## src/rtl/histogram_readout_if.sv

```systemverilog
// Result stream between histogram_readout and the host-side logger:
// one histogram bin per word, closed by a mismatch-count trailer.
interface histogram_readout_if #(
  parameter int MW = 16
);
  logic          out_valid;
  logic          out_ready;
  logic [7:0]    out_idx;
  logic [MW-1:0] out_data;
  logic          out_last;

  modport master (output out_valid, output out_idx, output out_data, output out_last, input out_ready);
  modport slave  (input out_valid, input out_idx, input out_data, input out_last, output out_ready);
endinterface

```

## src/rtl/histogram_readout.sv

```systemverilog
// Snapshots the packed transition histogram on the end-of-run pulse and streams it
// bin by bin, followed by a trailer holding the saturating count of mismatch cycles.
module histogram_readout #(
  parameter int N  = 37,
  parameter int CW = 11,
  parameter int MW = 16
) (
  input  logic                   clk,
  input  logic                   rst,
  input  logic                   run,
  input  logic                   isequal,
  input  logic                   done,
  input  logic [CW*(N/2)-1:0]    registers,
  histogram_readout_if.master    stream,
  output logic                   busy,
  output logic                   overrun
);
  localparam int NB = N / 2;
  localparam int IW = (NB > 1) ? $clog2(NB) : 1;
  localparam logic [7:0]    LAST_IDX = 8'(NB);
  localparam logic [MW-1:0] MCNT_MAX = {MW{1'b1}};
  localparam logic [MW-1:0] MCNT_ONE = MW'(1);

  typedef enum logic [1:0] {
    IDLE = 2'd0,
    ARM  = 2'd1,
    SEND = 2'd2
  } state_t;

  state_t        state_r, state_s;
  logic [7:0]    idx_r, idx_s;
  logic [CW-1:0] shadow_r [NB];
  logic [MW-1:0] trailer_r;
  logic [MW-1:0] mcnt_r;
  logic          overrun_r;
  logic          accept_s;
  logic          capture_s;
  logic          trailer_done_s;
  logic [IW-1:0] sel_s;

  assign accept_s       = (state_r == SEND) && stream.out_ready;
  assign trailer_done_s = accept_s && (idx_r == LAST_IDX);
  assign sel_s          = idx_r[IW-1:0];

  // FSM state and word index registers
  always_ff @(posedge clk) begin
    if (!rst) begin
      state_r <= IDLE;
      idx_r   <= 8'd0;
    end else begin
      state_r <= state_s;
      idx_r   <= idx_s;
    end
  end

  // Next-state and index logic
  always_comb begin
    state_s   = state_r;
    idx_s     = idx_r;
    capture_s = 1'b0;
    case (state_r)
      IDLE: begin
        if (done) begin
          state_s = ARM;
        end else begin
          state_s = IDLE;
        end
      end
      ARM: begin
        state_s   = SEND;
        idx_s     = 8'd0;
        capture_s = 1'b1;
      end
      SEND: begin
        if (accept_s) begin
          if (idx_r == LAST_IDX) begin
            state_s = IDLE;
            idx_s   = 8'd0;
          end else begin
            idx_s = idx_r + 8'd1;
          end
        end else begin
          idx_s = idx_r;
        end
      end
      default: begin
        state_s = IDLE;
        idx_s   = 8'd0;
      end
    endcase
  end

  // Snapshot of bins and mismatch count, taken on the closing edge of ARM
  always_ff @(posedge clk) begin
    if (!rst) begin
      for (int j = 0; j < NB; j++) begin
        shadow_r[j] <= {CW{1'b0}};
      end
      trailer_r <= {MW{1'b0}};
    end else if (capture_s) begin
      for (int j = 0; j < NB; j++) begin
        shadow_r[j] <= registers[j*CW +: CW];
      end
      trailer_r <= mcnt_r;
    end else begin
      trailer_r <= trailer_r;
    end
  end

  // Saturating mismatch counter; counts only in IDLE and never on the done edge
  always_ff @(posedge clk) begin
    if (!rst) begin
      mcnt_r <= {MW{1'b0}};
    end else if (trailer_done_s) begin
      mcnt_r <= {MW{1'b0}};
    end else if ((state_r == IDLE) && run && !isequal && !done && (mcnt_r != MCNT_MAX)) begin
      mcnt_r <= mcnt_r + MCNT_ONE;
    end else begin
      mcnt_r <= mcnt_r;
    end
  end

  // Sticky flag for an end-of-run pulse that arrives while a readout is in flight
  always_ff @(posedge clk) begin
    if (!rst) begin
      overrun_r <= 1'b0;
    end else if (done && (state_r != IDLE)) begin
      overrun_r <= 1'b1;
    end else begin
      overrun_r <= overrun_r;
    end
  end

  // Stream outputs decoded from state and index only, so valid never waits on ready
  always_comb begin
    stream.out_valid = 1'b0;
    stream.out_idx   = 8'd0;
    stream.out_data  = {MW{1'b0}};
    stream.out_last  = 1'b0;
    if (state_r == SEND) begin
      stream.out_valid = 1'b1;
      stream.out_idx   = idx_r;
      if (idx_r < LAST_IDX) begin
        stream.out_data = MW'(shadow_r[sel_s]);
        stream.out_last = 1'b0;
      end else begin
        stream.out_data = trailer_r;
        stream.out_last = 1'b1;
      end
    end else begin
      stream.out_valid = 1'b0;
    end
  end

  assign busy    = (state_r != IDLE);
  assign overrun = overrun_r;
endmodule

```

## src/flat_wrapper.sv

```systemverilog
// flat-port wrapper written by rule: the top's interface ports become plain ports
module histogram_readout_flat 
#(
  parameter int N  = 37,
  parameter int CW = 11,
  parameter int MW = 16
)
  (clk, rst, run, isequal, done, registers, busy, overrun, stream_out_valid, stream_out_idx, stream_out_data, stream_out_last, stream_out_ready);
  histogram_readout_if #(.MW(MW)) stream_i ();
  input  logic clk;
  input  logic rst;
  input  logic run;
  input  logic isequal;
  input  logic done;
  input  logic [CW*(N/2)-1:0] registers;
  output logic busy;
  output logic overrun;
  output wire logic [$bits(stream_i.out_valid)-1:0] stream_out_valid;
  output wire logic [$bits(stream_i.out_idx)-1:0] stream_out_idx;
  output wire logic [$bits(stream_i.out_data)-1:0] stream_out_data;
  output wire logic [$bits(stream_i.out_last)-1:0] stream_out_last;
  input wire logic [$bits(stream_i.out_ready)-1:0] stream_out_ready;
  assign stream_out_valid = stream_i.out_valid;
  assign stream_out_idx = stream_i.out_idx;
  assign stream_out_data = stream_i.out_data;
  assign stream_out_last = stream_i.out_last;
  assign stream_i.out_ready = stream_out_ready;
  histogram_readout #(.N(N), .CW(CW), .MW(MW)) u_core (.clk(clk), .rst(rst), .run(run), .isequal(isequal), .done(done), .registers(registers), .stream(stream_i), .busy(busy), .overrun(overrun));
endmodule
```

## config.mk

```make
export PLATFORM = sky130hd
export DESIGN_NAME = histogram_readout_flat
export DESIGN_NICKNAME = d
export VERILOG_FILES = /design/src/rtl/histogram_readout_if.sv /design/src/rtl/histogram_readout.sv /design/src/flat_wrapper.sv
export SDC_FILE = /design/constraint.sdc
export NUM_CORES = 1
export LEC_CHECK = 0
export ABC_AREA = 1
export BUFFER_PORTS_ARGS = -buffer_cell sky130_fd_sc_hd__buf_2
export CAP_MARGIN = 10
export CORE_MARGIN = 1.5
export CORE_UTILIZATION = 45
export CTS_CLUSTER_SIZE = 10
export DETAILED_ROUTE_END_ITERATION = 7
export HOLD_SLACK_MARGIN = 0.12
export PLACE_DENSITY = 0.72
export REMOVE_ABC_BUFFERS = 1
export SETUP_SLACK_MARGIN = 0.2
export SLEW_MARGIN = 20
export SYNTH_ARGS = -nofsm -noshare
export SYNTH_HDL_FRONTEND = slang
export SYNTH_SLANG_ARGS = --single-unit
```

## constraint.sdc

```tcl
create_clock -name clk -period 6.2 [get_ports clk]
set_input_delay 0.62 -clock clk [delete_from_list [all_inputs] [get_ports clk]]
set_output_delay 0.62 -clock clk [all_outputs]
set_load 0.01 [all_outputs]
```

==> flow_metrics.env, run 1 <==
export IMPL_status="completed"
export IMPL_clk_pin_slew_ns=0.06
export IMPL_grt_pass1_vias=9391
export IMPL_layout_min_cycle_time_ns=4.24
export IMPL_syn2layout_area_growth_pct=18.1
export IMPL_routed_via_count=9996
export IMPL_crit_fanout=70
export IMPL_clkSinkCount=246
export IMPL_synth_top_family_by_area="simple AND/OR/NAND/NOR gates"
export IMPL_grt_usage_pct=21.4
export IMPL_drc=0
export IMPL_dieHeight_um=168
export IMPL_grt_max_degree=140
export IMPL_leakage_nw=7.19
export IMPL_die_area_um2=28300
export IMPL_fin_crit_sh_pct=68.4
export IMPL_ys_seq_elements=246
export IMPL_synthCells=1538
export IMPL_drv_cap=0
export IMPL_drt_total_wl_mm=30.3
export IMPL_rsz0062_at_grt="no"
export IMPL_cp_start_kind="register"
export IMPL_gp_congestion=0.884
export IMPL_worst_slew_pin_slew_ns=1.20
export IMPL_via_per_inst=4.75
export IMPL_drive_gt1_share_pct=16.6
export IMPL_path_class="reg2out"
export IMPL_fp_dieW_um=168
export IMPL_netlist_area_um2=12300
export IMPL_synthAdderAreaFrac_pct=0.306
export IMPL_core_area_um2=26900
export IMPL_cp_num_buf_inv=3
export IMPL_muxShareOfSynthArea_pct=0
export IMPL_hold_class="in2reg"
export IMPL_n_fill_cell=2525
export IMPL_gr_total_overflow=0
export IMPL_dp_slack_ns=2.47
export IMPL_yosysWarnings=0
export IMPL_async_flop_share_pct=0
export IMPL_cts_tree="built"
export IMPL_drtPass1Iterations=7
export IMPL_synth_xor_area_share_pct=1.00
export IMPL_holdWs_ns=0.333
export IMPL_clockRootBuffer="clkbuf_16"
export IMPL_routedWlPerCell_um=14.4
export IMPL_grt_pass1_wl_mm=47.5
export IMPL_vdd_drop_max_v=0.000214
export IMPL_setup_viol=0
export IMPL_num_rows=60
export IMPL_cp_end_kind="output port"
export IMPL_start_util_pct=45.6
export IMPL_critical_path_arrival_ns=3.62
export IMPL_post_cts_resized=0
export IMPL_finalClockSkew_ns=0.0122
export IMPL_max_clock_freq_ghz=0.236
export IMPL_synth_compound_area_share_pct=3.37
export IMPL_synth_cell_types=25
export IMPL_ctsHoldBuffers=0
export IMPL_avgSynthCellArea_um2=7.97
export IMPL_synth_ff_type="edfxtp_1"
export IMPL_tns_ns=0
export IMPL_crit_slowest_cell="clkinv_2"
export IMPL_worst_slack_ns=1.96
export IMPL_slew_headroom_pct=20.2
export IMPL_yosysSeqAreaShare_pct=56.3
export IMPL_cts_buffers=29
export IMPL_h_tree_depth=1
export IMPL_cp_top_family="buffers and inverters"
export IMPL_cts_buffer_depth=3
export IMPL_antennaDiodeCount=0
export IMPL_cts_setup_buffers=0
export IMPL_required_ns=5.58
export IMPL_layout_nets=1948
export IMPL_io_pins=232
export IMPL_place_detailed_hpwl_mm=19.7
export IMPL_grt_antenna_before_repair=0
export IMPL_slew_violations=0
export IMPL_powerDensity_nw_per_um2=263
export IMPL_postRouteAntennaNets=0
export IMPL_yosys_area_share_simple_pct=24.4
export IMPL_fin_util_pct=53.9
export IMPL_hold_viol_final=0
export IMPL_first_iter_violations=806
export IMPL_synth_edf_count=198
export IMPL_path_cells="clkinv_2, buf_4, nand2_1, nand3_1, nand3_1, nand3_1, nand2_1, nand2_1, a21oi_1, buf_2"
export IMPL_critical_path_max_stage_delay_ns=0.89
export IMPL_insertion_delay_ns=0.55
export IMPL_port_buffers=231
-- stage by stage --
| stage | power (W) | std cells | instance area (µm²) |
|---|---|---|---|
| floorplan | 0.00219 | 1470 | 11900 |
| global placement | 0.00228 | 2051 | 13600 |
| detailed placement | 0.00229 | 2051 | 13600 |
| CTS | 0.00383 | 2104 | 14500 |
| global route | 0.00394 | 2104 | 14500 |
| finish | 0.00381 | 2104 | 14500 |
-- layer usage --
layer	global-route usage [%]	vias up	share of wire, %
met5	0	-	0
met4	7.10	0	3.3
met3	2.75	68	7.4
met2	35.3	414	45
met1	29.3	4451	44
li1	-	5063	-
-- layout by cell type (no fill, tap or decap) --
| cell type | count |
|---|---|
| inv_1 | 384 |
| nand2_1 | 304 |
| nor2_1 | 274 |
| buf_2 | 231 |
| edfxtp_1 | 198 |
| nand3_1 | 143 |
| dfxtp_1 | 46 |
| a21oi_1 | 29 |
| o21ai_0 | 29 |
| clkbuf_16 | 29 |
| clkbuf_1 | 19 |
| o22ai_1 | 16 |
| xor2_1 | 14 |
| buf_4 | 8 |
| inv_2 | 5 |
| nand4_1 | 4 |
| nor2_2 | 4 |
| nor3_1 | 3 |
| nor3_2 | 3 |
| ha_1 | 3 |
| nand2_2 | 2 |
| clkinv_1 | 2 |
| clkinv_2 | 2 |
| o21ai_1 | 2 |
| clkbuf_8 | 2 |
| a211oi_1 | 1 |
| o21ai_4 | 1 |
| nand3_4 | 1 |
| dfxtp_4 | 1 |
| dfxtp_2 | 1 |
| inv_16 | 1 |
| buf_12 | 1 |
-- cells in the mapped netlist, types with 7 or more instances --
cell type  instances  area share, %
buf_2             28            1.1
buf_1              7           0.21
o22ai_1           16           0.82
xor2_1            14            1.0
inv_1            384             12
nand2_1          304            9.3
nand3_1          144            5.9
a21oi_1           29            1.2
clkbuf_1          26           0.80
o21ai_0           29            1.2
nor2_1           274            8.4
dfxtp_1           48            7.8
edfxtp_1         198             48
-- power by group --
group          switching (W)  leakage (nW)  internal [W]
Sequential         0.0000331          2.47       0.00189
Clock               0.000653         0.409      0.000896
Combinational       0.000212          4.30      0.000117
-- cell type report --
| type | instances | area [µm²] | area share (%) |
|---|---|---|---|
| clock buffers | 50 | 825 | 5.69 |
| clock inverters | 3 | 28.8 | 0.199 |
| inverters | 391 | 1470 | 10.1 |
| multi-input cells | 833 | 3590 | 24.8 |
| flip-flops and latches | 246 | 6910 | 47.7 |
| well taps | 341 | 427 | 2.94 |
| repair buffers | 240 | 1240 | 8.53 |
-- state kept, by name (all words and copies together) (netlist names), named ones only --
| signal | flops |
|---|---|
| u_core.overrun | 1 |
| u_core.trailer_r | 16 |
| u_core.shadow_r | 198 |
| u_core.state_r | 2 |
| u_core.mcnt_r | 16 |
| u_core.idx_r | 8 |
-- worst reg2reg max path, cell delays in order, from the launching register on --
cell,delay (ns)
dfxtp_1,0.42
inv_2,0.09
o21ai_4,0.12
buf_4,0.72
buf_12,0.69
-- cells by family (layout without fill, tap and decap cells) --
kind of cell | after synthesis | in the layout
compound gates | 78 | 78
xor+xnor | 14 | 14
fa+ha+maj | 3 | 3
buf+inv | 459 | 684
flops | 246 | 246
simple gates | 738 | 738
-- worst paths after layout --
check | startpoint | depth (start not counted) | endpoint | slack (ns)
min reg2reg | u_core.trailer_r[10] | 2 | u_core.trailer_r[10] | 0.46
max reg2reg | u_core.state_r[0] | 4 | u_core.shadow_r[3][1] | 3.70
min | done | 3 | u_core.state_r[0] | 0.33
max | register | 10 | stream_out_data[0] | 1.96
(Power assumes the default switching activity.)
==> inputs of run 2 (changes only) <==
- clock period: 6.2 -> 4.1 ns (I/O delays scaled with it)
==> flow_metrics.env, run 2 (synthesis gave the netlist of run 1 again) <==
export IMPL_max_flop_register="u_core.shadow_r"
export IMPL_critical_path_max_stage_delay_ns=0.49
export IMPL_p_switching_w=0.00134
export IMPL_powerDensity_nw_per_um2=394
export IMPL_max_clock_freq_ghz=0.297
export IMPL_top_regs="u_core.shadow_r (198), u_core.mcnt_r (16), u_core.trailer_r (16)"
export IMPL_clockRootBuffer="clkbuf_16"
export IMPL_cts_buffer_depth=3
export IMPL_core_area_um2=26900
export IMPL_finalClockSkew_ns=0.0153
export IMPL_dp_slack_ns=1.29
export IMPL_gp_congestion=0.884
export IMPL_vdd_drop_max_v=0.000299
export IMPL_leakage_nw=7.21
export IMPL_insertion_delay_ns=0.55
export IMPL_post_cts_resized=0
export IMPL_drc=0
export IMPL_holdWs_ns=0.158
export IMPL_pwr_share_seq_pct=50.9
export IMPL_routedWlPerCell_um=14.4
export IMPL_fin_crit_sh_pct=82.0
export IMPL_place_detailed_hpwl_mm=19.5
export IMPL_grt_pass1_vias=9789
export IMPL_cts_tree="built"
export IMPL_drt_total_wl_mm=30.4
export IMPL_cp_start_kind="register"
export IMPL_largest_reg_flops=198
export IMPL_clk_pin_slew_ns=0.06
export IMPL_status="completed"
export IMPL_dieHeight_um=168
export IMPL_setup_viol=0
export IMPL_start_util_pct=45.6
export IMPL_slew_violations=0
export IMPL_cts_setup_buffers=0
export IMPL_grt_max_degree=216
export IMPL_path_class="reg2out"
export IMPL_required_ns=3.69
export IMPL_place_area_um2=13700
export IMPL_antennaDiodeCount=0
export IMPL_cts_buffers=29
export IMPL_gr_total_overflow=0
export IMPL_layout_min_cycle_time_ns=3.36
export IMPL_drtPass1Iterations=5
export IMPL_fin_area_um2=14500
export IMPL_fp_dieW_um=168
export IMPL_grt_pass1_wl_mm=48.5
export IMPL_worst_slew_pin_slew_ns=1.03
export IMPL_ctsHoldBuffers=1
export IMPL_critical_path_arrival_ns=2.95
export IMPL_grt_antenna_before_repair=0
export IMPL_hold_class="in2reg"
export IMPL_routed_via_count=10100
export IMPL_clockPowerShare_pct=40.2
export IMPL_intPower_w=0.00438
export IMPL_grt_usage_pct=21.6
export IMPL_die_area_um2=28300
export IMPL_via_per_inst=4.79
export IMPL_switching_share_pct=23.4
export IMPL_postRouteAntennaNets=0
export IMPL_path_cells="clkinv_2, buf_4, nand2_1, nand3_1, nand3_1, nand3_1, nand2_1, nand2_1, a21oi_1, buf_2"
export IMPL_drv_cap=0
export IMPL_power_w=0.00572
export IMPL_hold_viol_final=0
export IMPL_first_iter_violations=873
export IMPL_layout_commonest_cell="inv_1"
export IMPL_crit_fanout=31
export IMPL_pwr_share_comb_pct=8.9
export IMPL_slew_headroom_pct=31.4
export IMPL_layout_common_cells="inv_1 (384), nand2_1 (304), nor2_1 (274)"
export IMPL_port_buffers=231
export IMPL_io_pins=232
export IMPL_cp_end_kind="output port"
export IMPL_layout_nets=1952
export IMPL_crit_slowest_cell="dfxtp_4"
export IMPL_rsz0062_at_grt="no"
export IMPL_syn2layout_area_growth_pct=18.5
export IMPL_num_rows=60
export IMPL_h_tree_depth=1
export IMPL_clkSinkCount=246
export IMPL_drive_gt1_share_pct=16.6
export IMPL_fin_util_pct=54.1
export IMPL_worst_slack_ns=0.737
run 2: cell count changes in the layout (fill, tap and decap cells not counted), sizes merged:
cell         change
clkinv           -1
clkbuf           +2
dlygate4sd3      +1
buf              +3
run 2: worst max-delay path: cells and delay by family (launching register included):
kind	cells	cell delay, ns
buffers and inverters	3	1.02
and+or+nand+nor	6	0.67
AOI/OAI and AO/OA	1	0.20
DFF	1	0.49
run 2: per-layer routing:
metal	share of wire (%)	routed length [µm]	vias up	track usage, %
met4	2.6	775	0	6.52
met2	46	14000	403	36.0
met5	0	0	-	0
met3	6.9	2100	63	3.34
li1	-	-	5062	-
met1	44	13500	4564	29.2
run 2: power by group through the flow:
stage	registers, W	clock network, W	logic [W]
2_1_floorplan	0.00300	0	0.000305
3_5_place_dp	0.00296	0	0.000505
5_1_grt	0.00293	0.00243	0.000583
3_3_place_gp	0.00296	0	0.000498
6_report	0.00291	0.00230	0.000511
4_1_cts	0.00291	0.00233	0.000509
run 2: worst paths after layout:
check,from,endpoint,slack [ns],cells past startpoint
min,registers[57],u_core.shadow_r[5][2],0.16,3
max,register,stream_out_data[10],0.74,10
min reg2reg,u_core.trailer_r[4],u_core.trailer_r[4],0.46,2
max reg2reg,u_core.state_r[1],u_core.mcnt_r[1],2.05,8
run 2: cell type report:
type / count / area (µm²)
fillers: 2513 / 12300
flip-flops and latches: 246 / 6910
inverters: 391 / 1470
multi-input cells: 833 / 3590
clock buffers: 52 / 822
clock inverters: 2 / 13.8
repair buffers: 244 / 1300
well taps: 341 / 427
run 2: metrics by stage:
stage / setup TNS (ns) / std cells
2_1_floorplan: -1499.81 / 1470
3_3_place_gp: 0 / 2053
3_5_place_dp: 0 / 2053
4_1_cts: 0 / 2108
5_1_grt: 0 / 2109
6_report: 0 / 2109
==> inputs of run 3 (changes only) <==
- ABC_AREA: 1 -> 0
- PLACE_DENSITY: 0.72 -> 0.73
- clock period: 4.1 -> 3.3 ns (I/O delays scaled with it)
==> flow_metrics.env, run 3 <==
export IMPL_grt_max_degree=215
export IMPL_fp_dieW_um=160
export IMPL_pwr_share_comb_pct=9.7
export IMPL_postRouteAntennaNets=0
export IMPL_gp_congestion=0.823
export IMPL_wl_met1_mm=12.0
export IMPL_cts_buffers=28
export IMPL_layout_min_cycle_time_ns=2.95
export IMPL_clkSinkCount=246
export IMPL_synth_ff_type="edfxtp_1"
export IMPL_switching_share_pct=21.1
export IMPL_cts_buffer_depth=3
export IMPL_max_flop_register="u_core.shadow_r"
export IMPL_drv_cap=0
export IMPL_place_area_um2=12600
export IMPL_antennaDiodeCount=0
export IMPL_critical_path_arrival_ns=2.62
export IMPL_ys_top_cells_by_area="edfxtp_1 (53%), and2_1 (12%), dfxtp_1 (8.6%)"
export IMPL_rsz0062_at_grt="yes"
export IMPL_gr_total_overflow=0
export IMPL_fin_crit_sh_pct=89.3
export IMPL_grt_antenna_before_repair=0
export IMPL_netlist_area_um2=11100
export IMPL_yosysSeqAreaShare_pct=62.1
export IMPL_via_per_inst=5.04
export IMPL_yosysTopAreaCell="edfxtp_1"
export IMPL_holdWs_ns=0.123
export IMPL_ys_seq_elements=246
export IMPL_status="completed"
export IMPL_slew_violations=0
export IMPL_crit_fanout=14
export IMPL_synth_commonest_cells="and2_1 (208), edfxtp_1 (198), nor2_1 (54)"
export IMPL_worst_slew_pin_slew_ns=0.714
export IMPL_dieHeight_um=160
export IMPL_synthCells=834
export IMPL_intPower_w=0.00559
export IMPL_setup_viol=0
export IMPL_avgSynthCellArea_um2=13.3
export IMPL_synth_cell_types=44
export IMPL_async_flop_share_pct=0
export IMPL_leakage_nw=6.11
export IMPL_power_w=0.00708
export IMPL_start_util_pct=45.7
export IMPL_drtPass1Iterations=4
export IMPL_p_switching_w=0.00149
export IMPL_top_layer_used="met4"
export IMPL_yosysWarnings=0
export IMPL_slew_headroom_pct=52.4
export IMPL_clockPowerShare_pct=39.4
export IMPL_met3_length_mm=1.24
export IMPL_cts_tree="built"
export IMPL_insertion_delay_ns=0.53
export IMPL_hold_viol_final=0
export IMPL_num_rows=57
export IMPL_synth_most_common_cell="and2_1"
export IMPL_drt_total_wl_mm=28.1
export IMPL_layout_nets=1449
export IMPL_top_regs="u_core.shadow_r (198), u_core.mcnt_r (16), u_core.trailer_r (16)"
export IMPL_port_buffers=231
export IMPL_finalClockSkew_ns=0.00708
export IMPL_drc=0
export IMPL_drive_gt1_share_pct=26.9
export IMPL_place_detailed_hpwl_mm=17.0
export IMPL_final_cell_count_no_fill=1588
export IMPL_routedWlPerCell_um=17.7
export IMPL_path_class="reg2out"
export IMPL_routed_via_count=8000
export IMPL_fin_util_pct=63.2
export IMPL_synth_edf_count=198
export IMPL_hold_class="in2reg"
export IMPL_max_clock_freq_ghz=0.340
export IMPL_synth_top_area_share_pct=53.5
export IMPL_fin_area_um2=15400
export IMPL_io_pins=232
export IMPL_die_area_um2=25700
export IMPL_clockRootBuffer="clkbuf_16"
export IMPL_cp_start_kind="register"
export IMPL_vdd_drop_max_v=0.000259
export IMPL_first_iter_violations=514
export IMPL_core_area_um2=24300
export IMPL_pwr_share_seq_pct=50.9
export IMPL_numPlacedInstances=1348
export IMPL_powerDensity_nw_per_um2=461
export IMPL_grt_pass1_vias=8346
export IMPL_cp_end_kind="output port"
export IMPL_layout_common_cells="buf_2 (231), and2_1 (207), edfxtp_1 (198)"
export IMPL_routed_wl_met2_mm=13.9
export IMPL_syn2layout_area_growth_pct=38.1
export IMPL_grt_pass1_wl_mm=43.9
export IMPL_h_tree_depth=1
export IMPL_required_ns=2.97
export IMPL_layout_commonest_cell="buf_2"
export IMPL_largest_reg_flops=198
export IMPL_grt_usage_pct=22.0
export IMPL_clk_pin_slew_ns=0.05
-- run 3: changes by cell type in the layout (fill, tap and decap cells not counted), sizes merged, moves of 16 or more --
cell and change:
a21oi -20, a22o +27, and2 +208, dlygate4sd3 +182, inv -386, mux2 +19, mux2i +33, mux4 +22
nand2 -297, nand3 -136, nor2 -224, nor2b +16, o21ai -16
-- run 3: cell families (layout without fill, tap and decap cells) --
group                    Yosys count  after routing  share of synthesized area [%]
buffers and inverters             58            488                           2.35
flip-flops                       246            246                           62.1
AND/OR/NAND/NOR                  350            350                           18.6
AO/OA/AOI/OAI                     84             84                           5.76
multiplexers                      74             74                           9.35
XOR/XNOR                          19             19                           1.50
adder cells (fa/ha/maj)            3              3                          0.337
-- run 3: path summary, 6_finish.rpt --
kind / from / end / slack (ns) / cells after the start
max reg2reg: u_core.state_r[1] / u_core.shadow_r[15][8] / 1.21 / 4
min: registers[26] / u_core.shadow_r[2][4] / 0.12 / 2
min reg2reg: u_core.trailer_r[13] / u_core.trailer_r[13] / 0.47 / 1
max: register / stream_out_data[3] / 0.35 / 8
-- run 3: cell type report --
type | count | area [µm²]
multi-input combinational | 530 | 4000
tap | 324 | 405
inverter | 4 | 22.5
sequential | 246 | 6910
fill | 1793 | 8960
clock buffer | 52 | 822
timing repair buffer | 432 | 3200
-- run 3: critical path, cell delays in order (launching register included) --
cell	delay (ns)
dfxtp_4	0.38
buf_12	0.11
buf_16	0.15
mux4_2	0.53
mux2i_1	0.18
nor2_1	0.10
a2111oi_1	0.35
nor2_1	0.11
buf_2	0.15
-- run 3: timing repair --
item,in CTS,in global routing
buffers inserted,5,0
hold endpoints to repair,181,2
gates resized for setup,5,6
hold buffers,181,2
endpoints found under the setup margin,11,11
-- run 3: per-layer routing --
metal | track usage (%) | vias to the layer above
met5 | 0 | -
met2 | 38.5 | 248
met4 | 7.69 | 0
met1 | 27.9 | 3828
li1 | - | 3859
met3 | 3.17 | 65
-- run 3: stage by stage --
stage               TNS [ns]  setup slack (ns)
global route               0             0.147
finish                     0             0.355
floorplan            -817.04             -2.02
global placement           0             0.596
CTS                        0             0.237
detailed placement         0             0.523
-- run 3: power groups by stage --
stage	combinational [W]	clock, W	sequential [W]
finish	0.000687	0.00279	0.00360
global route	0.000746	0.00298	0.00362
CTS	0.000671	0.00284	0.00360
detailed placement	0.000490	0	0.00367
global placement	0.000483	0	0.00367
floorplan	0.000262	0	0.00368
